--- src/rtl/key_pkg.sv ---
// key_pkg: shared types and board defaults for the pushbutton debouncer.
//   deb_state_t        per-lane stability FSM state
//   DEF_*              defaults for the 50 MHz DE board (10 ms debounce,
//                      250 ms first repeat, 100 ms repeat period)
//   max_u()            helper for sizing counters from two cycle counts
package key_pkg;

    typedef enum logic {
        STABLE = 1'b0,
        CHECK  = 1'b1
    } deb_state_t;

    localparam int unsigned DEF_DEBOUNCE_CYCLES = 500000;
    localparam int unsigned DEF_REPEAT_DELAY    = 12500000;
    localparam int unsigned DEF_REPEAT_PERIOD   = 5000000;

    function automatic int unsigned max_u(input int unsigned a, input int unsigned b);
        return (a > b) ? a : b;
    endfunction

endpackage

--- src/rtl/key_debounce_lane.sv ---
// key_debounce_lane: one key's 2-flop synchroniser, stability FSM, counter,
// registered press/release pulses and (optionally) auto-repeat strobe.
// Optional feature macro: KEY_DEBOUNCE_REPEAT_EN (hold counter + repeat_pulse).
// Ports:
//   clk            system clock
//   reset          asynchronous, active-low reset
//   key_raw        raw active-low pin, asynchronous to clk
//   key_clean      debounced active-low level
//   press_pulse    one cycle high when key_clean goes 1->0
//   release_pulse  one cycle high when key_clean goes 0->1
//   repeat_pulse   auto-repeat strobe while held (0 without the feature)
module key_debounce_lane
    import key_pkg::*;
#(
    parameter int unsigned DEBOUNCE_CYCLES = DEF_DEBOUNCE_CYCLES
`ifdef KEY_DEBOUNCE_REPEAT_EN
    ,
    parameter int unsigned REPEAT_DELAY    = DEF_REPEAT_DELAY,
    parameter int unsigned REPEAT_PERIOD   = DEF_REPEAT_PERIOD
`endif
) (
    input  logic clk,
    input  logic reset,
    input  logic key_raw,
    output logic key_clean,
    output logic press_pulse,
    output logic release_pulse,
    output logic repeat_pulse
);

    localparam int unsigned CntW = $clog2(DEBOUNCE_CYCLES + 1);
    // Counter value seen on the edge that completes DEBOUNCE_CYCLES mismatches.
    localparam logic [CntW-1:0] CntLast = CntW'(DEBOUNCE_CYCLES - 1);

    logic            sync1_q, sync2_q;
    deb_state_t      state_q, state_d;
    logic [CntW-1:0] cnt_q, cnt_d;
    logic            clean_q, clean_d;
    logic            press_q, press_d;
    logic            release_q, release_d;
    logic            mismatch;
    logic            accept;

    always_ff @(posedge clk or negedge reset) begin
        if (!reset) begin
            sync1_q <= 1'b1;
            sync2_q <= 1'b1;
        end else begin
            sync1_q <= key_raw;
            sync2_q <= sync1_q;
        end
    end

    assign mismatch = (sync2_q != clean_q);

    always_comb begin
        state_d = state_q;
        cnt_d   = cnt_q;
        accept  = 1'b0;
        unique case (state_q)
            STABLE: begin
                cnt_d = '0;
                if (mismatch) begin
                    if (DEBOUNCE_CYCLES == 1) begin
                        // Single-cycle debounce: first mismatch is accepted directly.
                        accept = 1'b1;
                    end else begin
                        state_d = CHECK;
                        cnt_d   = CntW'(1);
                    end
                end
            end
            CHECK: begin
                if (!mismatch) begin
                    // Glitch shorter than the window: drop it silently.
                    state_d = STABLE;
                    cnt_d   = '0;
                end else if (cnt_q == CntLast) begin
                    accept  = 1'b1;
                    state_d = STABLE;
                    cnt_d   = '0;
                end else begin
                    cnt_d = cnt_q + CntW'(1);
                end
            end
        endcase
    end

    always_comb begin
        clean_d   = accept ? sync2_q : clean_q;
        press_d   = accept & ~sync2_q;
        release_d = accept & sync2_q;
    end

    always_ff @(posedge clk or negedge reset) begin
        if (!reset) begin
            state_q   <= STABLE;
            cnt_q     <= '0;
            clean_q   <= 1'b1;
            press_q   <= 1'b0;
            release_q <= 1'b0;
        end else begin
            state_q   <= state_d;
            cnt_q     <= cnt_d;
            clean_q   <= clean_d;
            press_q   <= press_d;
            release_q <= release_d;
        end
    end

    assign key_clean     = clean_q;
    assign press_pulse   = press_q;
    assign release_pulse = release_q;

`ifdef KEY_DEBOUNCE_REPEAT_EN
    localparam int unsigned HoldW = $clog2(max_u(REPEAT_DELAY, REPEAT_PERIOD) + 1);
    // hold_q counts edges since the press (or since the last repeat); a repeat
    // fires on the edge where it would reach the delay/period.
    localparam logic [HoldW-1:0] DelayLast  = HoldW'(REPEAT_DELAY - 1);
    localparam logic [HoldW-1:0] PeriodLast = HoldW'(REPEAT_PERIOD - 1);

    logic [HoldW-1:0] hold_q, hold_d;
    logic             armed_q, armed_d;
    logic             repeat_q, repeat_d;

    always_comb begin
        hold_d   = hold_q;
        armed_d  = armed_q;
        repeat_d = 1'b0;
        // While released, or on the release edge itself, the hold state clears;
        // this also keeps a repeat off the release edge and the press edge.
        if (clean_q || accept) begin
            hold_d  = '0;
            armed_d = 1'b0;
        end else if (hold_q == (armed_q ? PeriodLast : DelayLast)) begin
            repeat_d = 1'b1;
            hold_d   = '0;
            armed_d  = 1'b1;
        end else begin
            hold_d = hold_q + HoldW'(1);
        end
    end

    always_ff @(posedge clk or negedge reset) begin
        if (!reset) begin
            hold_q   <= '0;
            armed_q  <= 1'b0;
            repeat_q <= 1'b0;
        end else begin
            hold_q   <= hold_d;
            armed_q  <= armed_d;
            repeat_q <= repeat_d;
        end
    end

    assign repeat_pulse = repeat_q;
`else
    assign repeat_pulse = 1'b0;
`endif

endmodule

--- src/rtl/key_debounce.sv ---
// key_debounce: synchronises and debounces N_KEYS active-low pushbuttons and
// produces one-cycle press/release strobes for the game controller.
// Optional feature macro: KEY_DEBOUNCE_REPEAT_EN (auto-repeat while held).
// Ports:
//   clk            system clock
//   reset          asynchronous, active-low reset
//   KEY            raw pushbutton pins, active-low, asynchronous to clk
//   key_clean      debounced active-low levels
//   press_pulse    one cycle high per lane when key_clean goes 1->0
//   release_pulse  one cycle high per lane when key_clean goes 0->1
//   repeat_pulse   auto-repeat strobes (all 0 without the feature)
module key_debounce
    import key_pkg::*;
#(
    parameter int unsigned N_KEYS          = 4,
    parameter int unsigned DEBOUNCE_CYCLES = DEF_DEBOUNCE_CYCLES,
    parameter int unsigned REPEAT_DELAY    = DEF_REPEAT_DELAY,
    parameter int unsigned REPEAT_PERIOD   = DEF_REPEAT_PERIOD
) (
    input  logic              clk,
    input  logic              reset,
    input  logic [N_KEYS-1:0] KEY,
    output logic [N_KEYS-1:0] key_clean,
    output logic [N_KEYS-1:0] press_pulse,
    output logic [N_KEYS-1:0] release_pulse,
    output logic [N_KEYS-1:0] repeat_pulse
);

    // Elaboration-time parameter sanity.
    if (DEBOUNCE_CYCLES < 1) begin : g_bad_debounce
        $error("key_debounce: DEBOUNCE_CYCLES must be >= 1");
    end
    if (REPEAT_DELAY < 1 || REPEAT_PERIOD < 1) begin : g_bad_repeat
        $error("key_debounce: REPEAT_DELAY and REPEAT_PERIOD must be >= 1");
    end

    for (genvar i = 0; i < N_KEYS; i++) begin : g_lane
        key_debounce_lane #(
            .DEBOUNCE_CYCLES (DEBOUNCE_CYCLES)
`ifdef KEY_DEBOUNCE_REPEAT_EN
            ,
            .REPEAT_DELAY    (REPEAT_DELAY),
            .REPEAT_PERIOD   (REPEAT_PERIOD)
`endif
        ) u_lane (
            .clk           (clk),
            .reset         (reset),
            .key_raw       (KEY[i]),
            .key_clean     (key_clean[i]),
            .press_pulse   (press_pulse[i]),
            .release_pulse (release_pulse[i]),
            .repeat_pulse  (repeat_pulse[i])
        );
    end

endmodule

--- config.mk ---
export PLATFORM = sky130hd
export DESIGN_NAME = key_debounce
export DESIGN_NICKNAME = d
export VERILOG_FILES = /design/src/rtl/key_pkg.sv /design/src/rtl/key_debounce_lane.sv /design/src/rtl/key_debounce.sv
export SDC_FILE = /design/constraint.sdc
export NUM_CORES = 1
export LEC_CHECK = 0
export BUFFER_PORTS_ARGS = -buffer_cell sky130_fd_sc_hd__buf_2
export CELL_PAD_IN_SITES_DETAIL_PLACEMENT = 2
export CELL_PAD_IN_SITES_GLOBAL_PLACEMENT = 2
export CORE_MARGIN = 3
export CORE_UTILIZATION = 40
export CTS_CLUSTER_SIZE = 16
export DETAILED_ROUTE_END_ITERATION = 16
export PLACE_DENSITY = 0.85
export SLEW_MARGIN = 30
export SYNTH_ARGS = -nofsm -noshare
export SYNTH_HDL_FRONTEND = slang
export SYNTH_SLANG_ARGS = --single-unit
--- constraint.sdc ---
create_clock -name clk -period 2.55 [get_ports clk]
set_clock_uncertainty 0.2 [all_clocks]
set_input_delay 0.1275 -clock clk [delete_from_list [all_inputs] [get_ports clk]]
set_output_delay 0.1275 -clock clk [all_outputs]
set_load 0.01 [all_outputs]
== Word-level counts from Yosys, hierarchy flattened ==
Index checks and enable logic that the tools add are counted.

* Memory bits (read-only): 0
* Word-level logic and storage cells: 100
* Bits of input ports: 6
* Memories: 0
* Bits in writable memories: 0
* Bits in registers: 100
* Output and inout bits: 16
* Bits in latches: 0

* Multiplexer cells: 44
* $add $sub $neg: 4
* $lt $le $gt $ge: 0
* Multipliers: 0
* Bitwise operators: 16
* Divide/modulo/power cells: 0
* Shift operators: 0
* Reductions and logical operators: 0
* Eq/ne operators: 8

{| class="wikitable"
|+ Operators with widths
! kind !! number
|-
| 19-bit 2-to-1 mux || 8
|-
| 19-bit case mux with 2 select lines || 4
|-
| 19-bit by 1-bit adder with 19-bit output, second input constant || 4
|-
| 19-bit equality test, second input constant || 4
|-
| 1-bit 2-to-1 mux || 28
|-
| 1-bit bitwise AND || 8
|-
| 1-bit inverter || 8
|-
| 1-bit case mux with 2 select lines || 4
|-
| 1-bit != test || 4
|}

== Longest topological paths before layout ==
* Word-level depth: 5
* Gate-level depth with buffers: 6

== Cells and area by module ==
A second synthesis with hierarchy kept.

* Cells, all modules: 460
* Area, all modules: 4,784.6 um^2

{| class="wikitable"
|+ Modules (own cells, without submodules)
! module !! times used !! seq. area each (um^2) !! area an instance (um^2) !! cells each
|-
| key_debounce_lane || 4 || 629.4 || 1,196.1 || 115
|}

== Worst setup path before layout ==
OpenSTA, ideal clock, no wires.

* Path kind: register to register
* From: register g_lane[2].u_lane.cnt_q[0]
* To: register g_lane[2].u_lane.cnt_q[10]
* Data arrival time: 1.779 ns
* Library setup time: 0.132 ns
* Stages on the path, launching flop included: 7
* Buffers on the path: 1
* Setup slack: 0.439 ns
* Period minus slack after synthesis: 2.111 ns
* Cell sequence: dfrtp_1 -> ha_1 -> and4_1 -> nand4_1 -> o21bai_1 -> clkbuf_1 -> nor2_1

* Cells in the longest elaborated chain, start to end: 4
* Elaborated cells between the ends (all ways): 5

{| class="wikitable"
|+ RTL lines
! element !! RTL line !! text
|-
| start, declared || key_debounce_lane.sv:37 || <nowiki>logic [CntW-1:0] cnt_q, cnt_d;</nowiki>
|-
| start signal, assigned || key_debounce_lane.sv:104 || <nowiki>cnt_q <= cnt_d;</nowiki>
|-
| 19-bit by 1-bit adder with 19-bit output / 19-bit equality test (equally long branches) || key_debounce_lane.sv:83, key_debounce_lane.sv:78 ||
|-
| 19-bit 2-to-1 mux * || key_debounce_lane.sv:78 || <nowiki>end else if (cnt_q == CntLast) begin</nowiki>
|-
| 19-bit 2-to-1 mux * || key_debounce_lane.sv:74 || <nowiki>if (!mismatch) begin</nowiki>
|-
| 19-bit case mux with 2 select lines * || key_debounce_lane.sv:60 || <nowiki>unique case (state_q)</nowiki>
|-
| named net g_lane[2].u_lane.cnt_d[10] || key_debounce_lane.sv:37 ||
|}

Mark *: on every way through the listed nets, which the timed path passes. The rest lies on a longest branch.
A chain may end at the register's enable or synchronous reset.

== Worst setup path in the final report ==
* From: register g_lane[2].u_lane.cnt_q[9]
* To: register g_lane[2].u_lane.cnt_q[17]

The elaborated chain is that of the path after synthesis.

==> results_dict.tcl <==
set metrics [dict create \
    outcome "complete, no violations" \
    initial_utilization 0.4123 \
    finalWirelength_mm 11.86 \
    synth_edf_count 0 \
    p_leak_nw 2.042 \
    h-tree-depth 3 \
    io_pins 22 \
    slowest_stage "or4_1" \
    switching_share 0.2267 \
    wl_per_cell_um 18.77 \
    synth_xor_area_frac 0.1037 \
    yosysTopAreaCell "dfrtp_1" \
    syn-instance-count 466 \
    slew_violations 0 \
    ant_nets 0 \
    crit_fanout 8 \
    syn_area_sq_um 4728 \
    synth_most_common_cell "dfrtp_1" \
    post-dp-hpwl_mm 8.281 \
    synth-async-reset-ratio 1.000 \
    fmax_mhz 449.2 \
    yosys-mux-area-fraction 0.007145 \
    synth_fa_ha_area_frac 0.01058 \
    yosys_most_used_dff "dfrtp_1" \
    dieArea_sq_um 13160 \
    hold_violations 0 \
    grt_max_degree 43 \
    pwr-share-clk 0.435 \
    yosysUniqueCellTypes 40 \
    yosys.area.top_type_share 0.4657 \
    finalSetupViolCount 0 \
    track_usage 0.1960 \
    p_seq_frac 0.513 \
    r2r_end "g_lane[2].u_lane.cnt_q[17]$_DFF_PN0_" \
    rows 39 \
    final_cells 632 \
    crit_family "simple AND/OR/NAND/NOR gates" \
    synthTopCellsByArea "dfrtp_1 (47%), dfstp_2 (6.7%), xnor2_1 (6.5%)" \
    seq_area_frac_synth 0.5324 \
    path_class "reg -> reg" \
    dp_cells 611 \
    cp.arrival_ps 2300 \
    power.density_nw_per_um2 611.3 \
    synth_common_cells "dfrtp_1 (88), nor2_1 (60), xnor2_1 (35), nand2_1 (29), nand3_1 (26)" \
    grt_overflow 0 \
    synth.avg_cell_area_sq_um 10.15 \
    syn2layout_area_growth_pct 11.72 \
    r2r-start "g_lane[2].u_lane.cnt_q[9]$_DFF_PN0_" \
    ys_warn_count 0 \
    hold_path.class "in -> async" \
    slowest_delay_ps 650 \
    rsz0062_at_grt "no" \
    post_cts_buffers 0 \
    hold_slack_ps 102.3 \
    synth_top_family_by_area "simple AND/OR/NAND/NOR gates" \
    ir_worst_vdd_mv 0.7318 \
    rr_worst_depth 4 \
    routabilityCongestion 0.7671 \
    die_w_um 114.7 \
    n_antenna_cell 0 \
    drt_first_pass_iters 4 \
    cts_tree "yes" \
    cp-start-kind "register" \
    numCtsBuffers 9 \
    port_buffers 17 \
    clk_pin_slew_ps 70 \
    cts-root-buf "clkbuf_16" \
    ys_ff_latch 100 \
    cap_violations 0 \
    cts_buffer_depth 2 \
    maxSlewHeadroom 0.5695 \
    drcViolationCount 0 \
    grt_pass1_vias 3907 \
    cpMostUsedCell "or4_1" \
    required_ps 2620 \
    die_h_um 114.7 \
    n_fill_cell 1205 \
    p_comb_frac 0.052 \
    clock-sinks 100 \
    path_buf_inv 0 \
    fin_setup_tns_ps 0 \
    dr.first_iter.drc_count 144 \
    coreArea_sq_um 11470 \
    reg2reg_setup_slack_ps 320 \
    vias_per_cell 5.581 \
    synthSimpleGateAreaFrac 0.2469 \
    grt_pass1_wl_mm 20.20 \
    fin_nets 494 \
    antenna_found_initial 0 \
    synth-compound-area-share 0.05583 \
    final_layout_size_suffix_gt1_frac 0.1431 \
    insertion_delay_ps 350 \
    vias 3527 \
    tightest_slew_ps 639.9 \
    period_share 0.8730 \
    fin_crit_ps 2226 \
    p_int_mw 2.497 \
    p_sw_mw 0.7320 \
    cp_cell_sequence "nand3_2, or4_1, or4_1, a21oi_1" \
    end_kind "register" \
]
## area by class of cell
| cell class | instances | area, sq um | share of cell area |
|---|---|---|---|
| clock buffers | 13 | 260.3 | 0.04927 |
| clock inverters | 3 | 46.29 | 0.008764 |
| inverters | 10 | 37.54 | 0.007106 |
| multi-input cells | 332 | 2024 | 0.3832 |
| flip-flops and latches | 100 | 2517 | 0.4766 |
| well taps | 143 | 178.9 | 0.03387 |
| repair buffers | 31 | 217.7 | 0.04121 |
## cell families after synthesis
logic type / after synthesis
and+or+nand+nor: 220
DFF: 100
buffers and inverters: 37
adders and majority gates: 4
AOI/OAI and AO/OA: 45
xor gates and xnor gates: 56
muxes: 3
other: 1
## power groups by stage
stage / Combinational [mW] / Sequential (mW) / Clock [mW]
final: 0.166 / 1.66 / 1.41
after detailed placement: 0.163 / 1.69 / 0
after global placement: 0.151 / 1.68 / 0
after CTS: 0.172 / 1.66 / 1.46
after global routing: 0.192 / 1.66 / 1.52
after floorplan: 0.0810 / 1.68 / 0
## worst max path at each step
stage	cells past startpoint	endpoint	slack [ps]	startpoint
finish	4	g_lane[2].u_lane.cnt_q[17]$_DFF_PN0_	320	g_lane[2].u_lane.cnt_q[9]$_DFF_PN0_
global route	6	g_lane[2].u_lane.cnt_q[7]$_DFF_PN0_	120	g_lane[2].u_lane.cnt_q[0]$_DFF_PN0_
global placement	5	g_lane[0].u_lane.key_clean$_DFFE_PN1P_	440	g_lane[0].u_lane.cnt_q[0]$_DFF_PN0_
floorplan	6	g_lane[2].u_lane.cnt_q[10]$_DFF_PN0_	440	g_lane[2].u_lane.cnt_q[0]$_DFF_PN0_
detailed placement	6	g_lane[2].u_lane.cnt_q[7]$_DFF_PN0_	220	g_lane[2].u_lane.cnt_q[0]$_DFF_PN0_
CTS	6	g_lane[2].u_lane.cnt_q[13]$_DFF_PN0_	180	g_lane[2].u_lane.cnt_q[0]$_DFF_PN0_
## per-stage QoR
stage | util | power (mW) | instance area [sq um] | setup slack, ps
after floorplan | - | 1.757 | 4740 | 439.4
after global placement | 0.4292 | 1.833 | 4922 | 435.4
after detailed placement | 0.4292 | 1.849 | 4922 | 219.0
after CTS | 0.4603 | 3.286 | 5279 | 181.6
after global routing | 0.4607 | 3.370 | 5283 | 124.7
final | 0.4607 | 3.229 | 5283 | 323.9
## flip-flops by register name, summed over array words and instances, names as in the netlist
name and cells:
g_lane.u_lane.cnt_q 76, g_lane.u_lane.key_clean 4, g_lane.u_lane.press_pulse 4, g_lane.u_lane.release_pulse 4
g_lane.u_lane.state_q 4, g_lane.u_lane.sync1_q 4, g_lane.u_lane.sync2_q 4
## routing by layer
| metal | part of all wire | track usage | routed length, um | up-vias |
|---|---|---|---|---|
| met3 | 0.027 | 0.04968 | 318 | 11 |
| met1 | 0.45 | 0.2386 | 5303 | 1830 |
| met4 | 0.012 | 0.05164 | 146 | 0 |
| met5 | 0 | 0 | 0 | - |
| met2 | 0.51 | 0.3465 | 6092 | 33 |
| li1 | - | - | - | 1653 |
## cells in the final DEF (no fill, tap or decap), drive strengths merged, types with 12 or more instances in the layout
cell type	instances
xor2	21
nor2	60
xnor2	35
dfstp	12
nand2	29
o21ai	12
dfrtp	88
nor3	15
buf	26
nand3	27
clkbuf	13
a21oi	16
nor4	19
nand4	22
## timing repair
action / 4_1_cts / 5_1_grt
setup endpoints to repair: 0 / 12
hold buffers: 5 / 0
endpoints found under the hold margin: 43 / 0
gates resized for setup: 0 / 1
(Power assumes the default switching activity.)
